**config.mk**
```make
export PLATFORM = sky130hd
export DESIGN_NAME = code_lock_ctrl
export DESIGN_NICKNAME = d
export VERILOG_FILES = /design/src/rtl/code_lock_ctrl.sv
export SDC_FILE = /design/constraint.sdc
export NUM_CORES = 1
export LEC_CHECK = 0
export ABC_CLOCK_PERIOD_IN_PS = 4300
export CAP_MARGIN = 20
export CELL_PAD_IN_SITES_DETAIL_PLACEMENT = 0
export CELL_PAD_IN_SITES_GLOBAL_PLACEMENT = 1
export CORE_MARGIN = 3
export CORE_UTILIZATION = 42
export DETAILED_ROUTE_END_ITERATION = 12
export PLACE_DENSITY_LB_ADDON = 0.1
export SKIP_LAST_GASP = 1
export SLEW_MARGIN = 20
export SYNTH_ARGS = -nofsm -noshare
export SYNTH_HDL_FRONTEND = slang
export SYNTH_SLANG_ARGS = --single-unit
```
**constraint.sdc**
```tcl
create_clock -name Clk -period 4.3 [get_ports Clk]
set_input_delay 0.645 -clock Clk [delete_from_list [all_inputs] [get_ports Clk]]
set_output_delay 0.645 -clock Clk [all_outputs]
set_load 0.005 [all_outputs]
```
**src/rtl/code_lock_ctrl.sv**
```systemverilog
// Sequencing controller for the Code_Detector: turns button levels into gated
// one-cycle pulses, judges each attempt from U, and runs the unlock/lockout timers.
module code_lock_ctrl #(
  parameter int PRESS_COUNT    = 4,
  parameter int MAX_FAIL       = 3,
  parameter int ENTRY_TIMEOUT  = 32,
  parameter int UNLOCK_CYCLES  = 16,
  parameter int LOCKOUT_CYCLES = 64,
  parameter int CHECK_WIN      = 3
) (
  input  logic                            Clk,
  input  logic                            Rst,
  input  logic                            BtnStart,
  input  logic                            BtnRed,
  input  logic                            BtnGreen,
  input  logic                            BtnBlue,
  input  logic                            U,
  output logic                            Start,
  output logic                            Red,
  output logic                            Green,
  output logic                            Blue,
  output logic                            Det_Rst,
  output logic                            Unlock,
  output logic                            Locked_Out,
  output logic [$clog2(MAX_FAIL+1)-1:0]   Fail_Count,
  output logic                            Busy
);

  localparam int FC_W    = $clog2(MAX_FAIL + 1);
  localparam int PC_W    = $clog2(PRESS_COUNT + 1);
  localparam int T1      = (ENTRY_TIMEOUT > UNLOCK_CYCLES) ? ENTRY_TIMEOUT : UNLOCK_CYCLES;
  localparam int T2      = (T1 > LOCKOUT_CYCLES) ? T1 : LOCKOUT_CYCLES;
  localparam int TMR_MAX = (T2 > CHECK_WIN) ? T2 : CHECK_WIN;
  localparam int TMR_W   = $clog2(TMR_MAX + 1);

  localparam logic [2:0] S_IDLE     = 3'd0;
  localparam logic [2:0] S_ENTRY    = 3'd1;
  localparam logic [2:0] S_CHECK    = 3'd2;
  localparam logic [2:0] S_UNLOCKED = 3'd3;
  localparam logic [2:0] S_LOCKOUT  = 3'd4;

  logic [2:0]       state_q, state_d;
  logic [PC_W-1:0]  press_q, press_d;
  logic [TMR_W-1:0] tmr_q, tmr_d;
  logic [FC_W-1:0]  fail_q, fail_d, fail_inc;
  logic             clr_q, clr_d;
  logic [3:0]       prev_q, btn, edg, pulse_q, pulse_d;
  logic             fail_evt, legal;

  // Button bit order throughout: {Start, Red, Green, Blue}
  assign btn      = {BtnStart, BtnRed, BtnGreen, BtnBlue};
  assign edg      = btn & ~prev_q;
  assign fail_inc = (fail_q == FC_W'(MAX_FAIL)) ? fail_q : fail_q + 1'b1;

  always_comb begin
    state_d  = state_q;
    press_d  = press_q;
    tmr_d    = tmr_q;
    fail_d   = fail_q;
    clr_d    = 1'b0;
    pulse_d  = 4'b0;
    fail_evt = 1'b0;
    case (state_q)
      S_IDLE: begin
        pulse_d = {edg[3], 3'b0};
        if (edg[3]) begin
          state_d = S_ENTRY;
          press_d = '0;
          tmr_d   = '0;
        end
      end
      S_ENTRY: begin
        pulse_d = {1'b0, edg[2:0]};
        // Simultaneous colour edges count as a single press.
        if (|edg[2:0]) begin
          tmr_d = '0;
          if (press_q == PC_W'(PRESS_COUNT - 1)) begin
            state_d = S_CHECK;
            press_d = '0;
          end else begin
            press_d = press_q + 1'b1;
          end
        end else if (tmr_q == TMR_W'(ENTRY_TIMEOUT - 1)) begin
          fail_evt = 1'b1;
        end else begin
          tmr_d = tmr_q + 1'b1;
        end
      end
      S_CHECK: begin
        if (U) begin
          state_d = S_UNLOCKED;
          fail_d  = '0;
          tmr_d   = '0;
        end else if (tmr_q == TMR_W'(CHECK_WIN - 1)) begin
          fail_evt = 1'b1;
        end else begin
          tmr_d = tmr_q + 1'b1;
        end
      end
      S_UNLOCKED: begin
        if (tmr_q == TMR_W'(UNLOCK_CYCLES - 1)) begin
          state_d = S_IDLE;
          clr_d   = 1'b1;
          tmr_d   = '0;
        end else begin
          tmr_d = tmr_q + 1'b1;
        end
      end
      S_LOCKOUT: begin
        if (tmr_q == TMR_W'(LOCKOUT_CYCLES - 1)) begin
          state_d = S_IDLE;
          fail_d  = '0;
          tmr_d   = '0;
        end else begin
          tmr_d = tmr_q + 1'b1;
        end
      end
      default: begin
        state_d = S_IDLE;
        press_d = '0;
        tmr_d   = '0;
        fail_d  = '0;
      end
    endcase
    // A failed attempt always clears the detector before the next one.
    if (fail_evt) begin
      fail_d  = fail_inc;
      clr_d   = 1'b1;
      press_d = '0;
      tmr_d   = '0;
      state_d = (fail_inc == FC_W'(MAX_FAIL)) ? S_LOCKOUT : S_IDLE;
    end
  end

  // Previous levels track every cycle so a held button can never edge late.
  always_ff @(posedge Clk) begin
    prev_q <= btn;
  end

  always_ff @(posedge Clk) begin
    if (Rst) begin
      state_q <= S_IDLE;
      press_q <= '0;
      tmr_q   <= '0;
      fail_q  <= '0;
      clr_q   <= 1'b0;
      pulse_q <= 4'b0;
    end else begin
      state_q <= state_d;
      press_q <= press_d;
      tmr_q   <= tmr_d;
      fail_q  <= fail_d;
      clr_q   <= clr_d;
      pulse_q <= pulse_d;
    end
  end

  assign legal                    = (state_q <= S_LOCKOUT);
  assign {Start, Red, Green, Blue} = legal ? pulse_q : 4'b0;
  assign Fail_Count               = legal ? fail_q : '0;
  assign Unlock                   = (state_q == S_UNLOCKED);
  assign Locked_Out               = (state_q == S_LOCKOUT);
  assign Busy                     = (state_q == S_ENTRY) || (state_q == S_CHECK);
  assign Det_Rst                  = Rst | clr_q;

endmodule
```
## After elaboration in Yosys (flattened, before gate mapping)

Index checks and enable logic that the tools add are counted.
Widths: inputs -> output; s select.

| word-level totals | value |
|---|---|
| bits in registers | 24 |
| bits in latches | 0 |
| RAM bits | 0 |
| memory bits (read-only) | 0 |
| input port bits | 7 |
| output and inout port bits | 10 |
| memories | 0 |

| operators by class | value |
|---|---|
| $add $sub $neg | 3 |
| multipliers | 0 |
| div/mod/pow operators | 0 |
| order comparisons | 1 |
| equality and inequality tests | 22 |
| shifts and indexed selects | 0 |
| muxes and demuxes | 37 |
| bitwise gates (word level) | 4 |
| reduce and logical (&&, ||, !) cells | 10 |

Operator list:

| cell | count |
|---|---|
| $mux 7 | 7 |
| $pmux 7 s5 | 1 |
| $mux 3 | 11 |
| $ne 3x3->1 const B | 6 |
| $pmux 3 s5 | 1 |
| $mux 2 | 5 |
| $eq 3x2->1 const B | 3 |
| $pmux 3 s3 | 1 |
| $reduce_and 3->1 | 3 |
| $reduce_or 3->1 | 3 |
| $pmux 4 s2 | 1 |
| $add 7x1->7 const B | 1 |
| $eq 7x2->1 const B | 1 |
| $eq 7x4->1 const B | 1 |
| $eq 7x5->1 const B | 1 |
| $eq 7x6->1 const B | 1 |
| $mux 1 | 7 |
| $ne 3x1->1 const B | 2 |
| $pmux 2 s3 | 1 |
| $reduce_and 6->1 | 1 |
| $and 4x4->4 | 1 |
| $eq 2x2->1 const B | 2 |
| $mux 4 | 1 |
| $ne 2x2->1 const B | 2 |
| other kinds (13) | 13 |

## Logic depth before layout (Yosys ltp)

Gate-level depths: netlist (run 1).

| logic depth | value |
|---|---|
| word-level depth | 7 |
| gate-level depth with buffers | 8 |
| depth with buffers taken out | 8 |

## Worst setup path after synthesis (run 1)

No wires, ideal clock.

| path | value |
|---|---|
| kind | in2reg |
| start point | input port BtnRed |
| end point | register tmr_q[0] |
| setup time | 0.118 ns |
| data arrival time | 1.812 ns |
| setup slack | 2.370 ns |
| stages | 6 |
| buffers on the path | 0 |
| cells stage by stage | nand2b_1 -> and4b_2 -> nor4_2 -> nor3_2 -> a21oi_1 -> nor2_1 |

| between the ends | value |
|---|---|
| longest elaborated chain between the ends | 5 |

Ends and longest elaborated chain:

| what | line | RTL |
|---|---|---|
| from (decl) | 14 | `input logic BtnRed,` |
| $and 4x4->4 * | 52 | `assign edg = btn & ~prev_q;` |
| $reduce_or 3->1 * | 75 | `if (\|edg[2:0]) begin` |
| $mux 1 | 75 |  |
| $pmux 1 s2 | 63 | `case (state_q)` |
| $reduce_or 2->1 (no source line) | -- |  |
| to (signal assigned) | 151 | `tmr_q <= tmr_d;` |
| to (decl) | 44 | `logic [TMR_W-1:0] tmr_q, tmr_d;` |

Mark *: on every way between the ends. The rest lies on a longest branch, timed or not.
A chain may end at the register's enable or synchronous reset.

## Final worst setup path (run 1)

| path | value |
|---|---|
| start point | input port Rst |
| end point | output port Det_Rst |

| between the ends | value |
|---|---|
| longest elaborated chain between the ends | 1 |

Ends and longest elaborated chain:

| what | line | RTL |
|---|---|---|
| from (decl) | 12 | `input logic Rst,` |
| $or 1x1->1 | 164 | `assign Det_Rst = Rst \| clr_q;` |
| to (decl) | 22 | `output logic Det_Rst,` |

Every way passes these cells.

==> results of run 1 <==
[stage by stage]
stage / utilization (%) / worst slack (ns) / std cells
2_1_floorplan: - / 2.370 / 151
3_3_place_gp: 50.80 / 1.600 / 191
3_5_place_dp: 50.80 / 1.570 / 191
4_1_cts: 52.10 / 1.569 / 195
5_1_grt: 52.10 / 1.507 / 195
6_report: 52.10 / 1.576 / 195
[logic make-up after synthesis]
| kind of cell | count (synthesis) | share of synthesized area, % |
|---|---|---|
| simple gates | 75 | 36.26 |
| buf+inv | 11 | 3.585 |
| flops | 24 | 38.25 |
| fa+ha+maj | 3 | 2.988 |
| compound gates | 37 | 18.13 |
| mux | 1 | 0.7968 |
[worst reg2reg max path: cells and delay by family, from the launching register on]
family          cells  cell delay (ns)
compound gates      1             0.18
flops               1             0.59
simple gates        5             1.47
[path summary, 6_finish.rpt]
kind | endpoint | slack [ns]
max | Det_Rst | 1.58
min | press_q[1] | 0.47
max reg2reg | tmr_q[0] | 1.97
min reg2reg | press_q[1] | 0.47
[final cells by class]
type | instances | area (um^2) | area share, %
Multi-Input combinational cell | 116 | 730.7 | 50.00
Sequential cell | 24 | 480.5 | 32.88
Timing Repair Buffer | 16 | 160.2 | 10.96
Tap cell | 31 | 38.79 | 2.654
Clock buffer | 4 | 36.28 | 2.483
Inverter | 4 | 15.01 | 1.027
[sequential cells by signal, indices dropped and copies added, names as in the netlist]
register / cells
clr_q: 1
state_q: 3
fail_q: 2
prev_q: 4
press_q: 3
pulse_q: 4
tmr_q: 7
[per-layer routing]
metal  up-vias  GRT usage [%]  part of all wire, %
met2        18          25.34                   45
met3         4          2.553                  4.4
met5         -              0                    0
met1       476          22.02                   49
li1        568              -                    -
met4         0          5.882                  1.2
[cells in the mapped netlist]
cell type / count
nand2_4: 1
nor4_2: 2
a31oi_1: 5
a21oi_1: 17
nand2b_1: 8
nand2_1: 7
o21ba_2: 1
nor4_1: 1
nand3_1: 3
dfxtp_1: 24
and3_1: 3
o31a_1: 1
or3b_1: 1
mux2i_1: 1
nor2b_1: 5
or4_1: 1
a31o_2: 1
nor4b_1: 2
and3b_1: 1
or4b_1: 1
a31oi_4: 1
or2_2: 2
nand4_1: 2
and2_1: 6
nor3_2: 1
buf_2: 3
clkbuf_1: 4
nand3b_1: 3
o32ai_1: 1
nor3b_1: 4
inv_1: 4
nor2_1: 14
a41oi_1: 1
o21ai_0: 9
ha_1: 3
and4b_2: 1
nor3_1: 6
[power by group]
part	internal, W	switching (W)
logic	0.0000529	0.0000583
clock network	0.0000517	0.0000679
registers	0.000232	0.0000133
total	0.000336	0.000139
==> out/metrics.csv, run 1 <==
metric,value,unit
final_layout_size_suffix_gt1_share,8.537,%
arrival,2.08,ns
yosys.area.top_type,dfxtp_1,
setup_viol,0,
startpoint,Rst,
wire_per_inst,13.15,um
ys_seq_elements,24,
fillers,297,
placed_cell_area,1425,um^2
numCtsBuffers,3,
antennaDiodeCount,0,
power.leakage,0.5442,nW
synthCells,151,
worst_pin_slew,0.6521,ns
core,2805,um^2
slowest_stage,clkdlybuf4s50_1,
synth_top_area_share,38.25,%
cts-root-buf,clkbuf_4,
cts.sinks,24,
route.detailed.drc,0,
cp_top_family,buffers and inverters,
hold_class,flip-flop to flip-flop,
ir_worst_vdd,0.1328,mV
path_depth,3,
antenna_found_initial,0,
area_delta_synth_final,16.33,%
maxCapViolCount,0,
die_area,3683,um^2
min_period,2.724,ns
power.density,325.7,nW/um^2
die_h,60.69,um
synth_area_leaders,"dfxtp_1 (38%), a21oi_1 (6.8%), nor2_1 (4.2%)",
viasPerCell,5.467,
crit_path_start_kind,input port,
design_area,1461,um^2
grt_pass1_wl,4471,um
grtUsageTotal,16.03,%
cts_hold_buf,0,
drt_iter0_drc,43,
drt-total-wl,2565,um
crit_type,input port to output pin,
die_x,60.69,um
grt_overflow,0,
critPathMaxFanout,12,
ant_nets,0,
grt_max_degree,15,
hold_depth,2,
placementRows,19,
finalCritPeriodShare,63.36,%
grt_pass1_vias,1004,
slew_headroom,56.17,%
finalPower,0.0004760,W
cts_tree,done,
final_nets,175,
clkLatencyLatePin,0.31,ns
cts_resized,0,
whs,0.4681,ns
cts_max_level,1,
fin_setup_tns,0,ns
synth.avg_cell_area,8.319,um^2
layout_common_cells,"dfxtp_1 (24), a21oi_1 (17), clkdlybuf4s50_1 (16), nor2_1 (14), o21ai_0 (9)",
syn-cell-area,1256,um^2
hpwl,1931,um
ys_seq_area_share,38.25,%
endpoint_kind,output pin,
drt-pass1-iter-count,4,
path_cells,clkdlybuf4s50_1 -> or2_2 -> clkdlybuf4s50_1,
synth_fp_nets,161,
drv_slew,0,
postCtsSetupBuffers,0,
status,completed,
timing.rr.start,state_q[1],
critPathRequiredTime,3.65,ns
crit_top_cell,clkdlybuf4s50_1,
cp.buffers_inverters,2,
ios,17,
clkSlewWorstSetupHoldPaths,0.13,ns
ys_warn_count,0,
initial_utilization,44.78,%
synth.distinct_cells,37,
fmax,367.1,MHz
hold_viol,0,
min_from,press_q[1],
portBuffers,16,
slowest_delay,0.61,ns
num_vias,1066,
clock_path_buffers,2,
place.gp.congestion,0.8022,
fin_skew,0.005411,ns
mostFrequentLayoutCell,dfxtp_1,
reg2regPathDepth,6,
rsz0062_at_grt,no,
Power figures use the tool's default switching activity.
==> run 2, diff against run 1 <==
Settings changed: ABC_CLOCK_PERIOD_IN_PS 4300 to 2850, CORE_UTILIZATION 42 to 40.
Clock period 4.3 ns to 2.85 ns, I/O delays scaled along.
==> run 2 against run 1 <==
Compared with the run above:
- sequential share of layout area decreased by 0.63 points
- register-to-register slack worse by 1.5 ns
- via count increased by 5.3%
- clock skew fell by 0.0038 ns
- core utilization fell by 0.29 points
- non-clock buffer count is 2 higher
- cell area up 2.0%
- sequential power grew 52%
- critical path depth did not move
- largest cell class unchanged
==> out/metrics.csv, run 2 (same netlist as run 1, synthesis figures left out) <==
metric,value,unit
worst_pin_slew,0.6362,ns
antenna_found_initial,0,
multi_input_area,730.7,um^2
clock_path_buffers,2,
drt_iter0_drc,46,
status,completed,
power.density,483.5,nW/um^2
wire_per_inst,13.14,um
design_area,1490,um^2
grt_pass1_wl,4560,um
ir_worst_vdd,0.2198,mV
ant_nets,0,
cts_tree,done,
fillers,281,
cts_resized,0,
slew_headroom,57.45,%
clkLatencyLatePin,0.30,ns
top_regs,"tmr_q x7, prev_q x4, pulse_q x4",
regMostFlops,tmr_q,
fin_setup_tns,0,ns
postCtsSetupBuffers,0,
core,2877,um^2
placementRows,19,
critPathMaxFanout,14,
die_h,62.04,um
largest_reg_flops,7,
power.leakage,0.5544,nW
drv_slew,0,
area_delta_synth_final,18.63,%
place.gp.congestion,0.8308,
min_period,2.401,ns
layout_common_cells,"dfxtp_1 (24), a21oi_1 (17), clkdlybuf4s50_1 (16), nor2_1 (14), o21ai_0 (9)",
endpoint_kind,output pin,
crit_path_start_kind,flip-flop,
arrival,1.97,ns
mostFrequentLayoutCell,dfxtp_1,
numCtsBuffers,3,
seq_area,480.5,um^2
cts.sinks,24,
grt_pass1_vias,949,
cts_hold_buf,0,
critPathRequiredTime,2.42,ns
crit_type,flip-flop to output pin,
portBuffers,16,
fmax,416.6,MHz
cts_max_level,1,
die_x,62.04,um
setup_viol,0,
drt-pass1-iter-count,4,
route.detailed.drc,0,
finalCritPeriodShare,84.23,%
hold_viol,0,
drt-total-wl,2733,um
cts-root-buf,clkbuf_4,
initial_utilization,43.67,%
maxCapViolCount,0,
die_area,3849,um^2
ios,17,
grt_overflow,0,
num_vias,1122,
viasPerCell,5.394,
antennaDiodeCount,0,
placed_cell_area,1454,um^2
grt_max_degree,15,
fin_skew,0.001615,ns
clkSlewWorstSetupHoldPaths,0.13,ns
final_layout_size_suffix_gt1_share,9.639,%
finalPower,0.0007204,W
hold_class,flip-flop to flip-flop,
rsz0062_at_grt,no,
final_nets,177,
grtUsageTotal,15.90,%
hpwl,2060,um
==> run 2: metrics by stage <==
| stage | cells | utilization, % | setup WS (ns) | hold slack (ns) |
|---|---|---|---|---|
| global route | 208 | 51.81 | 0.2773 | 0.4839 |
| finish | 208 | 51.81 | 0.4494 | 0.4702 |
| CTS | 208 | 51.81 | 0.4251 | 0.4702 |
| floorplan | 151 | - | 1.049 | 0.4356 |
| detailed placement | 204 | 50.54 | 0.3607 | 0.4515 |
| global placement | 204 | 50.54 | 0.4239 | 0.4605 |
==> run 2: worst paths after layout <==
kind	from	end	slack [ns]	depth (start not counted)
worst max-delay path	state_q[1]	Red	0.45	3
worst min register to register	press_q[1]	press_q[1]	0.47	2
worst min-delay path	press_q[1]	press_q[1]	0.47	2
worst max register to register	state_q[1]	tmr_q[0]	0.48	6
==> run 2: layout make-up <==
| class | count | share of cell area (%) |
|---|---|---|
| clock buffers | 4 | 2.435 |
| multi-input cells | 116 | 49.03 |
| repair buffers | 18 | 11.75 |
| flip-flops and latches | 24 | 32.24 |
| well taps | 42 | 3.526 |
| inverters | 4 | 1.008 |
==> run 2: per-layer routing <==
layer / up-vias / GRT usage [%] / wire length, um
met3: 2 / 3.099 / 81
met1: 533 / 21.90 / 1348
met4: 0 / 4.545 / 23
met2: 14 / 25.15 / 1279
met5: - / 0 / 0
li1: 573 / - / -
==> run 2: worst max-delay path, stage by stage (launching register included) <==
cell             delay, ns
dfxtp_1               0.46
o21ai_0               0.51
and2_1                0.21
clkdlybuf4s50_1       0.49
==> run 2: where the power goes <==
group / internal, W / leakage (nW) / total (W) / switching [W]
clock: 0.0000779 / 0.0210 / 0.000177 / 0.0000988
combinational: 0.0000806 / 0.338 / 0.000172 / 0.0000914
sequential: 0.000350 / 0.195 / 0.000372 / 0.0000218
total: 0.000508 / 0.554 / 0.000720 / 0.000212
==> run 3, diff against run 2 <==
Settings changed: ABC_CLOCK_PERIOD_IN_PS 2850 to 2500.
Clock period 2.85 ns to 2.5 ns, I/O delays scaled along.
==> run 3 against run 2 <==
Compared with the run above:
- clock-buffer cell count unchanged
- sequential power is 13% higher
- total power rose by 16%
- sequential share of layout area down 0.48 points
- via count fell by 0.36%
- combinational power is 24% higher
- clock power rose by 13%
- critical path depth up 1
- critical endpoint is now Blue
- largest cell class unchanged
- largest power group unchanged
==> out/metrics.csv, run 3 (same netlist as run 1, synthesis figures left out) <==
metric,value,unit
cts-root-buf,clkbuf_4,
critPathMaxFanout,8,
place.gp.congestion,0.7594,
regMostFlops,tmr_q,
arrival,1.87,ns
slowest_delay,0.50,ns
ant_nets,0,
cts_resized,0,
die_h,62.04,um
path_cells,buf_4 -> o21ai_1 -> and2_1 -> clkdlybuf4s50_1,
cp_top_family,buffers and inverters,
cts.sinks,24,
postCtsSetupBuffers,0,
worst_pin_slew,0.6103,ns
grt_overflow,0,
crit_path_start_kind,flip-flop,
grtUsageTotal,16.93,%
drt-total-wl,2730,um
placementRows,19,
cts_hold_buf,0,
endpoint_kind,output pin,
slew_headroom,59.18,%
portBuffers,16,
slowest_stage,clkdlybuf4s50_1,
final_nets,180,
cp.buffers_inverters,2,
drt_iter0_drc,45,
area_delta_synth_final,20.42,%
fmax,446.0,MHz
ios,17,
fin_skew,0.001384,ns
maxCapViolCount,0,
wire_per_inst,12.94,um
critPathRequiredTime,2.12,ns
initial_utilization,43.67,%
clkLatencyLatePin,0.31,ns
multi_input_area,730.7,um^2
clkSlewWorstSetupHoldPaths,0.12,ns
cts_tree,done,
hold_viol,0,
drt-pass1-iter-count,4,
ir_worst_vdd,0.3074,mV
grt_pass1_wl,4836,um
top_regs,"tmr_q x7, prev_q x4, pulse_q x4",
mostFrequentLayoutCell,dfxtp_1,
fin_setup_tns,0,ns
cts_max_level,1,
numCtsBuffers,3,
viasPerCell,5.299,
pre_cts_ws,0.1933,ns
grt_pass1_vias,1054,
route.detailed.drc,0,
final_layout_size_suffix_gt1_share,11.24,%
die_area,3849,um^2
setup_viol,0,
antennaDiodeCount,0,
core,2877,um^2
layout_common_cells,"dfxtp_1 (24), a21oi_1 (17), clkdlybuf4s50_1 (16), nor2_1 (14)",
finalCritPeriodShare,89.68,%
seq_area,480.5,um^2
drv_slew,0,
die_x,62.04,um
fillers,294,
status,completed,
whs,0.4836,ns
antenna_found_initial,0,
hpwl,2128,um
min_period,2.242,ns
largest_reg_flops,7,
setup_slack,0.2579,ns
rsz0062_at_grt,no,
power.leakage,0.5683,nW
crit_type,flip-flop to output pin,
num_vias,1118,
grt_max_degree,15,
clock_path_buffers,2,
hold_class,flip-flop to flip-flop,
power.density,550.9,nW/um^2
run 3: cell types whose count changed in the layout (fill, tap and decap cells not counted), sizes merged:
cell	previous run	this run
buf	2	5
run 3: worst paths after layout:
check / slack [ns] / depth (start not counted) / to / start
max: 0.26 / 4 / Blue / state_q[0]
min: 0.48 / 1 / press_q[2] / press_q[2]
max reg2reg: 0.42 / 7 / tmr_q[5] / state_q[1]
min reg2reg: 0.48 / 1 / press_q[2] / press_q[2]
run 3: layer usage:
| metal | GRT usage [%] | wire [um] | vias up |
|---|---|---|---|
| met4 | 6.364 | 43 | 0 |
| met2 | 26.63 | 1266 | 13 |
| met5 | 0 | 0 | - |
| met1 | 22.94 | 1349 | 525 |
| li1 | - | - | 576 |
| met3 | 3.099 | 70 | 4 |
run 3: metrics by stage:
stage	area (um^2)	util (%)	instances	total power, W
after floorplan	1256	-	151	0.0005660
after global placement	1476	51.33	207	0.0006406
after detailed placement	1476	51.33	207	0.0006419
after CTS	1513	52.59	211	0.0008477
after global routing	1513	52.59	211	0.0008969
final	1513	52.59	211	0.0008333
run 3: layout make-up:
class                           count  share of cell area [%]
Sequential cell                    24                   31.76
Tap cell                           42                   3.474
Timing Repair Buffer               21                   13.07
Multi-Input combinational cell    116                   48.30
Inverter                            4                  0.9926
Clock buffer                        4                   2.399
run 3: where the power goes:
part	switching, W	internal, W	total, W
logic	0.000109	0.000104	0.000213
registers	0.0000212	0.000399	0.000420
clock network	0.000111	0.0000889	0.000200
run 3: worst register-to-register path: cells and delay by family, from the launching register on:
kind | cells | cell delay, ns
and+or+nand+nor | 5 | 1.23
DFF | 1 | 0.45
buffers and inverters | 1 | 0.18
AOI/OAI and AO/OA | 1 | 0.15
==> variant 1: new RTL, settings of run 3 <==
Change the parameter `CHECK_WIN` from 3 to 6.
--- a/src/rtl/code_lock_ctrl.sv
+++ b/src/rtl/code_lock_ctrl.sv
@@ -6,7 +6,7 @@
   parameter int ENTRY_TIMEOUT  = 32,
   parameter int UNLOCK_CYCLES  = 16,
   parameter int LOCKOUT_CYCLES = 64,
-  parameter int CHECK_WIN      = 3
+  parameter int CHECK_WIN      = 6
 ) (
   input  logic                            Clk,
   input  logic                            Rst,
Function: changed (a bounded check fails within 10 cycles, from zero or initial values and one cycle with Rst high).
==> variant 1 against run 3 <==
Global-route usage increased by 0.36 points. Sequential cell count stayed put. Synthesized cell count up 11%. Critical path type unchanged. Synthesized area rose by 10%. Register-to-register slack got worse by 0.07 ns. Wire length grew 25%. Cell area is 7.6% higher. Worst setup slack got worse by 0.10 ns.
Power is not compared: it rests on default switching activity, and its combinational part moved more than twofold at a synthesized area within 25%.
==> variant 1: results (changes against run 3) <==
** Status
- The run finished with clean final reports.

** Route
- The DRC violation total after the first TritonRoute iteration is 63 (+40%).
- Routed Wire Length :: 3410 microns (+25%)
- The total length of routed met2 wires came to 1640 microns (+29%).
- Vias :: 1280 (+14%)
- Routed length on met3 :: 137 microns (+96%)
- The met1 layer wirelength in the final routing is 1570 microns (+17%).

** Final layout
- Layout cell share with drive strength beyond 1 :: 0.0884 (-0.0240)
- The number of flip-flops under the largest register name came to 7 (unchanged).
- The number of nets in the final layout was 192 (+6.7%).

** Yosys
- Post-synthesis sequential area ratio :: 0.347 (-0.0353)
- Adder-Cell Fraction of Synth Area :: 0.0271 (-0.00276)
- Top cells by instance count after synthesis :: dfxtp_1 (24), nand2_1 (13), a21oi_1 (10), o21ai_0 (10)
- The xor-xnor portion of the synthesized cell area came to 0.00633 (+0.00633).
- The share of the synthesized area in compound gates (AO/OA/AOI/OAI) is 0.238 (+0.0565).
- Count of unique library cells instantiated by Yosys :: 48 (+30%)
- The share of the synthesized area in the top cell type was 0.347 (-0.0353).
- Mux contribution to synthesized area :: 0.00723 (-0.000735)

** Setup path
- R2r setup slk :: 0.35 ns (-0.07 ns)
- CP Max Fanout :: 15 (+7)
- Slowest cell on the critical path :: dfxtp_1
- The worst register-to-register path begins at state_q[0].
- The data arrival at the endpoint of the critical path was 1.97 ns (+0.10 ns).

** Place
- The post-place setup slack was 0.229 ns (+0.0358 ns).
- The cell area after placement is 0.00157 sq mm (+6.6%).
- The final weighted congestion in routability-driven placement is 0.855 (+13%).
- The HPWL reported at the end of detailed placement was 2490 microns (+17%).

** Clock tree
- The clock latency on the worst-skew pair was 0.33 ns (+0.02 ns).

** GRT
- Global router's overall resource usage :: 0.173 (+0.00362)
- GR Layer Usage met2 :: 0.292 (+0.0262)
- The met3 track demand over resource came to 0.0225 (-0.00846).
- Vias in the first global route :: 1213 (+15%)
- Global-route wire length before repair :: 5810 microns (+20%)
- Met1 track utilization from global routing :: 0.221 (-0.00838)

** Timing
- Minimum hold slack :: 0.457 ns (-0.0269 ns)
- Layout Skew :: 0.00639 ns (+0.00501 ns)
- The actual slew at the worst max-slew pin came to 0.648 ns (+0.0373 ns).

** Hold path
- Instance count along the most critical hold path :: 2 (+1)
-- variant 1: worst min-delay path, stage by stage, from the launching register on --
cell	delay, ns
dfxtp_1	0.32
inv_1	0.06
nor3_1	0.05
-- variant 1: layout make-up --
class / count / area [sq um]
clock buffers: 3 / 22.5
clock inverters: 1 / 30.0
fillers: 298 / 1550
inverters: 7 / 26.3
multi-input cells: 126 / 822
flip-flops and latches: 24 / 482
well taps: 44 / 55.1
repair buffers: 20 / 190
-- variant 1: worst max-delay path by stage --
| stage | to | slack [ns] | from |
|---|---|---|---|
| after floorplan | fail_q[0] | 0.63 | tmr_q[0] |
| after global placement | state_q[1] | 0.23 | BtnBlue |
| after detailed placement | state_q[1] | 0.23 | BtnBlue |
| after CTS | Unlock | 0.08 | state_q[1] |
| after global routing | Unlock | 0.07 | state_q[1] |
| final | Unlock | 0.15 | state_q[2] |
-- variant 1: logic make-up (layout without fill, tap and decap cells) --
group           count (synthesis)  count (layout)
compound gates                 45              45
fa+ha+maj                       3               3
flops                          24              24
xor+xnor                        1               1
mux                             1               1
buf+inv                        17              31
simple gates                   76              76
-- variant 1: power groups by stage --
stage | registers (mW) | clock network, mW | logic [mW]
after floorplan | 0.431 | 0 | 0.347
after global placement | 0.474 | 0 | 0.428
after detailed placement | 0.474 | 0 | 0.434
after CTS | 0.466 | 0.293 | 0.438
after global routing | 0.480 | 0.302 | 0.481
final | 0.468 | 0.290 | 0.442
-- variant 1: stage by stage --
step | std cells | utilization | power (mW)
global placement | 221 | 0.495 | 0.902
global route | 225 | 0.512 | 1.26
finish | 225 | 0.512 | 1.20
detailed placement | 221 | 0.495 | 0.908
floorplan | 167 | - | 0.778
CTS | 225 | 0.512 | 1.20
==> variant 2: new RTL, flow settings as in run 3 <==
Made on the original files. Put a register stage on the output `Unlock`, cleared by the reset. The value now appears one clock later. The other outputs are not delayed to match.
--- a/src/rtl/code_lock_ctrl.sv
+++ b/src/rtl/code_lock_ctrl.sv
@@ -158,7 +158,13 @@
   assign legal                    = (state_q <= S_LOCKOUT);
   assign {Start, Red, Green, Blue} = legal ? pulse_q : 4'b0;
   assign Fail_Count               = legal ? fail_q : '0;
-  assign Unlock                   = (state_q == S_UNLOCKED);
+  always_ff @(posedge Clk) begin
+    if (Rst) begin
+      Unlock <= '0;
+    end else begin
+      Unlock <= (state_q == S_UNLOCKED);
+    end
+  end
   assign Locked_Out               = (state_q == S_LOCKOUT);
   assign Busy                     = (state_q == S_ENTRY) || (state_q == S_CHECK);
   assign Det_Rst                  = Rst | clr_q;
Function: changed (a bounded check fails within 10 cycles, from zero or initial values and one cycle with Rst high).
==> variant 2 against run 3 <==
Cell area down 0.91%. Non-clock buffer count down 2. Worst setup slack improved by 0.067 ns. Die area rose by 2.3%. Sequential cell count is 1 higher. Wire length is 3.6% higher. Synthesized area rose by 2.5%.
Power is not compared: it rests on default switching activity, and its combinational part moved more than twofold at a synthesized area within 25%.
==> variant 2: results (changes against run 3) <==
** Status
- Result of the run :: complete, no violations

** Place
- Pre-CTS setup slack :: 0.276 ns (+0.0824 ns)
- Estimated wirelength of the detail-placed design :: 2120 microns (-0.33%)
- Port buffer count :: 16 (unchanged)
- Final RePlAce weighted congestion :: 0.845 (+11%)

** Setup path
- Slowest cell on the critical path :: clkdlybuf4s50_1
- The depth of the worst register-to-register path came to 4 (-3).
- Slowest cell delay on critical path :: 0.50 ns (about the same)
- The worst register-to-register path begins at state_q[1].
- Kind of cell with the highest combined delay on the critical path :: buffers and inverters
- Tracing the worst setup path back leads to its startpoint at state_q[0].
- Signal arrival time at the worst endpoint :: 1.80 ns (-0.07 ns)
- The largest fanout on the critical path is 11 (+3).

** Hold path
- The startpoint identified for the worst hold timing path is press_q[1].
- The worst hold path cell count is 2 (+1).

** Yosys
- The distinct cell type count of the synthesized netlist is 40 (+8.1%).
- After synthesis, the most frequently instantiated cells are dfxtp_1 (25), a21oi_1 (15), nand3_1 (13).
- The most used flip-flop cell after synthesis is dfxtp_1.
- Synthesized-area fraction occupied by xor and xnor cells :: 0 (unchanged)
- Synth area leaders :: dfxtp_1 (39%), a21oi_1 (5.8%), nand3_1 (5.1%)
- Adder-Cell Fraction of Synth Area :: 0.0292 (-0.000726)
- Mux contribution to synthesized area :: 0 (-0.00797)
- The net count after synthesis came to 170 (+5.6%).
- Post-synthesis compound-gate area fraction :: 0.185 (+0.00337)
- Warnings from Yosys :: 0 (unchanged)
- Post-synthesis sequential area ratio :: 0.389 (+0.00626)

** GRT
- The aggregate global-route resource usage was 0.152 (-0.0169).
- Global-route wire length before repair :: 4920 microns (+1.7%)
- Maximum number of pins on one net before global-route repair :: 14 (-1)
- The via count of the first global-routing pass came to 1085 (+2.9%).

** Final layout
- The largest registers in the layout are tmr_q x7, prev_q x4, pulse_q x4.
- The number of nets in the final layout is 184 (+2.2%).
- The fill cell instance count of the final layout was 292 (-0.68%).
- Layout cell share with drive strength beyond 1 :: 0.0925 (-0.0199)

** Route
- WL per Instance :: 13.2 microns (+1.7%)
- The remaining antenna violation count after routing came to 0 (unchanged).
- The routed via count divided by cell count is 5.54 (+4.5%).
- Starting DRT DRC Count :: 84 (+87%)

** Timing
- Layout Skew :: 0.00290 ns (+0.00152 ns)
- The worst slew slack as a fraction of its limit came to 0.541 (-0.0507).

** Clock tree
- The number of post-CTS setup repair buffers came to 0 (unchanged).
- Number of gates given a new drive strength after cts :: 0 (unchanged)
- Root Buffer :: clkbuf_4

** Pwr
- Max VDD drop :: 0.264 mV
## variant 2: cell count changes in the layout (fill, tap and decap cells not counted), moves of 3 or more
| cell | before | now |
|---|---|---|
| nand2_1 | 7 | 11 |
| nand4_1 | 2 | 8 |
| nor2b_1 | 5 | 2 |
| nand3_1 | 3 | 13 |
| nand3b_1 | 3 | 0 |
| nor2_1 | 14 | 8 |
## variant 2: metrics by stage
step	instances	instance area (sq um)	hold slack, ns	total power, mW
final	215	1500	0.470	1.07
after floorplan	160	1290	0.403	0.775
after detailed placement	211	1470	0.455	0.897
after CTS	215	1500	0.473	1.08
after global routing	215	1500	0.492	1.15
after global placement	211	1470	0.435	0.892
## variant 2: cell type report
| class | count | area (sq um) | area share |
|---|---|---|---|
| sequential | 25 | 500 | 0.334 |
| inverter | 4 | 15.0 | 0.0100 |
| clock buffer | 4 | 26.3 | 0.0175 |
| timing repair buffer | 19 | 183 | 0.122 |
| tap | 42 | 52.6 | 0.0351 |
| multi-input combinational | 121 | 722 | 0.482 |
## variant 2: worst paths after layout
check,to,slack (ns)
worst min register to register,press_q[1],0.47
worst max-delay path,Green,0.32
worst max register to register,tmr_q[4],0.40
worst min-delay path,press_q[1],0.47
## variant 2: worst min-delay path, cell delays in order, from the launching register on
cell	delay [ns]
dfxtp_1	0.34
nand2_1	0.05
a21oi_1	0.05
## variant 2: power by group
| part | switching, mW | internal (mW) |
|---|---|---|
| registers | 0.0265 | 0.429 |
| clock network | 0.113 | 0.0622 |
| logic | 0.252 | 0.186 |
| total | 0.392 | 0.678 |
## variant 2: cells by family after synthesis
| family | Yosys count |
|---|---|
| flip-flops | 25 |
| adder cells (fa/ha/maj) | 3 |
| AND/OR/NAND/NOR | 80 |
| AO/OA/AOI/OAI | 38 |
| buffers and inverters | 14 |
## variant 2: routing by layer
layer | vias to the layer above | share of wire | GRT usage
met5 | - | 0 | 0
met4 | 0 | 0.0071 | 0.0661
met3 | 2 | 0.049 | 0.0288
met2 | 33 | 0.48 | 0.234
met1 | 550 | 0.46 | 0.207
li1 | 606 | - | -
